--- config.mk ---
export PLATFORM = sky130hd
export DESIGN_NAME = wb_master_ctrl
export DESIGN_NICKNAME = d
export VERILOG_FILES = /design/src/rtl/wb_master_ctrl.sv
export SDC_FILE = /design/constraint.sdc
export NUM_CORES = 1
export LEC_CHECK = 0
export CELL_PAD_IN_SITES_DETAIL_PLACEMENT = 1
export CELL_PAD_IN_SITES_GLOBAL_PLACEMENT = 2
export CORE_UTILIZATION = 26
export CTS_CLUSTER_DIAMETER = 120
export DETAILED_ROUTE_END_ITERATION = 16
export HOLD_SLACK_MARGIN = 0.1
export PLACE_DENSITY = 0.8
export SKIP_CTS_REPAIR_TIMING = 1
export SYNTH_ARGS = -nofsm -noshare
export SYNTH_HDL_FRONTEND = slang
export SYNTH_SLANG_ARGS = --single-unit
--- constraint.sdc ---
create_clock -name i_wb_clk -period 2.25 [get_ports i_wb_clk]
set_input_delay 0.3375 -clock i_wb_clk [delete_from_list [all_inputs] [get_ports i_wb_clk]]
set_output_delay 0.3375 -clock i_wb_clk [all_outputs]
set_load 0.1 [all_outputs]
--- src/rtl/wb_master_ctrl.sv ---
// Single-outstanding Wishbone classic-cycle initiator driven by a valid/ready command port.
// Optional REQ-state timeout abort is compiled in with `define WB_MASTER_TIMEOUT_EN.
module wb_master_ctrl #(
    parameter int unsigned TIMEOUT_CYCLES = 16,
    parameter int unsigned CNT_W          = 8
) (
    input  logic        i_wb_clk,
    input  logic        i_wb_rst,
    input  logic        i_cmd_valid,
    output logic        o_cmd_ready,
    input  logic        i_cmd_we,
    input  logic [15:0] i_cmd_adr,
    input  logic [15:0] i_cmd_data,
    output logic        o_rsp_valid,
    output logic [15:0] o_rsp_data,
    output logic        o_rsp_err,
    output logic        o_busy,
    output logic        o_wb_cyc,
    output logic        o_wb_stb,
    output logic        o_wb_we,
    output logic [15:0] o_wb_adr,
    output logic [15:0] o_wb_data,
    input  logic        i_wb_ack,
    input  logic [15:0] i_wb_data
);

    typedef enum logic [1:0] {
        ST_IDLE = 2'd0,
        ST_REQ  = 2'd1,
        ST_RSP  = 2'd2
    } state_t;

    state_t      state_q;
    logic        cmd_ready_q;
    logic        rsp_valid_q;
    logic [15:0] rsp_data_q;
    logic        busy_q;
    logic        cyc_q;
    logic        stb_q;
    logic        we_q;
    logic [15:0] adr_q;
    logic [15:0] wdata_q;

`ifdef WB_MASTER_TIMEOUT_EN
    logic             rsp_err_q;
    logic [CNT_W-1:0] cnt_q;
    logic [CNT_W-1:0] cnt_d;
    logic             timeout_s;

    // Counter arithmetic kept outside the FSM so the compare/increment are explicit.
    always_comb begin
        cnt_d     = cnt_q + {{(CNT_W-1){1'b0}}, 1'b1};
        timeout_s = (cnt_q == CNT_W'(TIMEOUT_CYCLES - 1));
    end

    assign o_rsp_err = rsp_err_q;
`else
    assign o_rsp_err = 1'b0;
`endif

    // Command/bus/response FSM; every output is a register updated here.
    always_ff @(posedge i_wb_clk or posedge i_wb_rst) begin
        if (i_wb_rst) begin
            state_q     <= ST_IDLE;
            cmd_ready_q <= 1'b1;
            rsp_valid_q <= 1'b0;
            rsp_data_q  <= 16'h0000;
            busy_q      <= 1'b0;
            cyc_q       <= 1'b0;
            stb_q       <= 1'b0;
            we_q        <= 1'b0;
            adr_q       <= 16'h0000;
            wdata_q     <= 16'h0000;
`ifdef WB_MASTER_TIMEOUT_EN
            rsp_err_q   <= 1'b0;
            cnt_q       <= {CNT_W{1'b0}};
`endif
        end else begin
            case (state_q)
                ST_IDLE: begin
                    if (i_cmd_valid) begin
                        state_q     <= ST_REQ;
                        cmd_ready_q <= 1'b0;
                        busy_q      <= 1'b1;
                        cyc_q       <= 1'b1;
                        stb_q       <= 1'b1;
                        we_q        <= i_cmd_we;
                        adr_q       <= i_cmd_adr;
                        wdata_q     <= i_cmd_data;
`ifdef WB_MASTER_TIMEOUT_EN
                        cnt_q       <= {CNT_W{1'b0}};
`endif
                    end else begin
                        cmd_ready_q <= 1'b1;
                    end
                end
                ST_REQ: begin
                    // Ack takes priority over a timeout landing on the same edge.
                    if (i_wb_ack) begin
                        state_q     <= ST_RSP;
                        cyc_q       <= 1'b0;
                        stb_q       <= 1'b0;
                        we_q        <= 1'b0;
                        rsp_valid_q <= 1'b1;
                        rsp_data_q  <= we_q ? 16'h0000 : i_wb_data;
`ifdef WB_MASTER_TIMEOUT_EN
                        rsp_err_q   <= 1'b0;
                    end else if (timeout_s) begin
                        state_q     <= ST_RSP;
                        cyc_q       <= 1'b0;
                        stb_q       <= 1'b0;
                        we_q        <= 1'b0;
                        rsp_valid_q <= 1'b1;
                        rsp_data_q  <= 16'h0000;
                        rsp_err_q   <= 1'b1;
                    end else begin
                        cnt_q       <= cnt_d;
`endif
                    end
                end
                ST_RSP: begin
                    state_q     <= ST_IDLE;
                    rsp_valid_q <= 1'b0;
                    rsp_data_q  <= 16'h0000;
                    cmd_ready_q <= 1'b1;
                    busy_q      <= 1'b0;
`ifdef WB_MASTER_TIMEOUT_EN
                    rsp_err_q   <= 1'b0;
`endif
                end
                default: begin
                    state_q     <= ST_IDLE;
                    cmd_ready_q <= 1'b1;
                    rsp_valid_q <= 1'b0;
                    busy_q      <= 1'b0;
                    cyc_q       <= 1'b0;
                    stb_q       <= 1'b0;
                    we_q        <= 1'b0;
                end
            endcase
        end
    end

    assign o_cmd_ready = cmd_ready_q;
    assign o_rsp_valid = rsp_valid_q;
    assign o_rsp_data  = rsp_data_q;
    assign o_busy      = busy_q;
    assign o_wb_cyc    = cyc_q;
    assign o_wb_stb    = stb_q;
    assign o_wb_we     = we_q;
    assign o_wb_adr    = adr_q;
    assign o_wb_data   = wdata_q;

endmodule
==> impl_metrics.tcl <==
set metrics [dict create \
    path_max_fanout 24 \
    n_antenna_cell 0 \
    routed_wirelength_mm 6.09 \
    synth_area_mm2 0.00243 \
    cts_buffers 5 \
    globalplace.congestion 0.687 \
    start_util 0.273 \
    grt_overflow_total 0 \
    drc 0 \
    drv_cap 0 \
    final_area_mm2 0.00354 \
    cp.required_ns 2.45 \
    drtPass1Iterations 4 \
    synth_cell_type_count 26 \
    core_mm2 0.00889 \
    gr-usage-all-layers 0.134 \
    fillers 970 \
    cp.arrival_ns 1.84 \
    final_cell_mix "buf_4, dfrtp_1, clkdlybuf4s50_1" \
    syn-num-nets 225 \
    via_count 1741 \
    syn_inst 172 \
    synth_top_area_frac 0.557 \
    seq_area_frac_synth 0.568 \
    clock_sinks 55 \
    die_height_um 98.6 \
    die_width_um 98.6 \
    status "complete, no violations" \
    rsz0062_at_grt "no" \
    hold_class "in2async" \
    h-tree-depth 2 \
    cts_tree "yes" \
    setup_viol 0 \
    antenna_found_initial 0 \
    yosys.area.top_type "dfrtp_1" \
    areaGrowthSynthToFinish_pct 46.0 \
    nets 332 \
    endpoint_kind "flop" \
    io_pins 108 \
    layout-drive-gt1-share 0.379 \
    fin_skew_ns 0.0106 \
    clock-root-buffer "clkbuf_8" \
    ys_ff_latch 55 \
    grt_pass1_vias 1906 \
    setup_tns_ns 0 \
    yosys_warnings 0 \
    critPathLaunchType "primary input" \
    design.die.area_mm2 0.00972 \
    post_drt_wl_per_cell_um 15.7 \
    row_count 34 \
    final_common_cell "buf_4" \
    hold_viol_final 0 \
    max_freq_mhz 608 \
    numPortBuffers 106 \
    final_max_slew_viol_count 0 \
    ant_nets 0 \
    place_area_mm2 0.00345 \
    cts.reportedPaths.clkPinSlew_ns 0.10 \
    grt_pass1_wl_mm 10.2 \
    post-dp-hpwl_mm 4.48 \
    postSynthAreaPerCell_um2 14.1 \
    yosys-top-cells-area "dfrtp_1, mux2_4, o2bb2ai_1, a21oi_1, nor2b_1" \
    criticalPathCategory "in2reg" \
    clk_path_buf_depth 2 \
    final_core_util 0.398 \
    fin_crit_sh 0.731 \
    fin_crit_ns 1.64 \
    avgViaCountPerCell 4.49 \
    first_iter_violations 36 \
    grt_max_degree 39 \
    clkLatencyLatePin_ns 0.31 \
]
==> metal layers <==
metal,GRT usage,part of all wire,up-vias
li1,-,-,816
met2,0.226,0.50,55
met3,0.0362,0.054,5
met5,0,0,-
met4,0.0276,0.0062,0
met1,0.174,0.44,865
==> critical path, stage by stage <==
cell and delay [ns]:
clkdlybuf4s50_1 0.51, nor2b_2 0.24, and2_4 0.19, buf_12 0.20, mux2_2 0.36
==> worst paths after layout <==
check | start | to | slack (ns) | cells after the start
max | i_cmd_valid | o_wb_data[15] | 0.61 | 5
min | i_wb_rst | o_rsp_valid | 0.34 | 2
max reg2reg | state_q[0] | o_wb_data[15] | 0.78 | 4
min reg2reg | o_rsp_data[9] | o_rsp_data[9] | 0.52 | 1
max in group asynchronous | i_wb_rst | o_cmd_ready | 1.31 | 3
min in group i_wb_clk | o_rsp_data[9] | o_rsp_data[9] | 0.52 | 1
==> area by class of cell <==
cell class	instances	area, µm²	share of cell area
Clock buffer	5	68.8	0.0194
Clock inverter	3	23.8	0.00671
Inverter	4	15.0	0.00424
Multi-Input combinational cell	100	918	0.259
Sequential cell	55	1380	0.389
Tap cell	108	135	0.0381
Timing Repair Buffer	113	1000	0.283
==> cells in the mapped netlist <==
library cell  instances
a211o_1               1
a21boi_2              1
a21oi_1              19
a32oi_1               1
and2_4                1
and2b_1               3
and3_1                1
and3b_1               1
buf_12                3
buf_2                 1
buf_4                 2
buf_6                 1
clkbuf_1              5
clkbuf_2              1
conb_1                1
dfrtp_1              54
dfstp_2               1
inv_1                 4
mux2_2                2
mux2_4               30
nand3_1               1
nor2_1                4
nor2b_1              14
nor2b_2               1
o21ai_0               3
o2bb2ai_1            16
==> registers in the layout, indices dropped and copies added, names as in the netlist <==
signal	flops
o_busy	1
o_wb_we	1
o_wb_adr	16
o_wb_stb	1
o_cmd_ready	1
state_q	2
o_rsp_data	16
o_wb_data	16
o_rsp_valid	1
==> stage by stage <==
| step | hold slack, ns | cells | setup WS [ns] |
|---|---|---|---|
| finish | 0.336 | 388 | 0.606 |
| floorplan | 0.486 | 172 | 0.434 |
| detailed placement | 0.495 | 380 | 0.269 |
| CTS | 0.335 | 388 | 0.602 |
| global route | 0.371 | 388 | 0.552 |
| global placement | 0.490 | 380 | 0.322 |
==> cells by family (layout without fill, tap and decap cells) <==
kind of cell    after synthesis  after routing  share of synthesized area
mux                          32             32                      0.195
compound gates               41             41                      0.115
flops                        55             55                      0.568
buf+inv                      17            125                     0.0536
simple gates                 26             26                     0.0670
other cells                   1              1                    0.00155
Power is left out: the tool's default activity adds up to more than one toggle a clock period on the data nets, which glitch-free logic cannot reach.
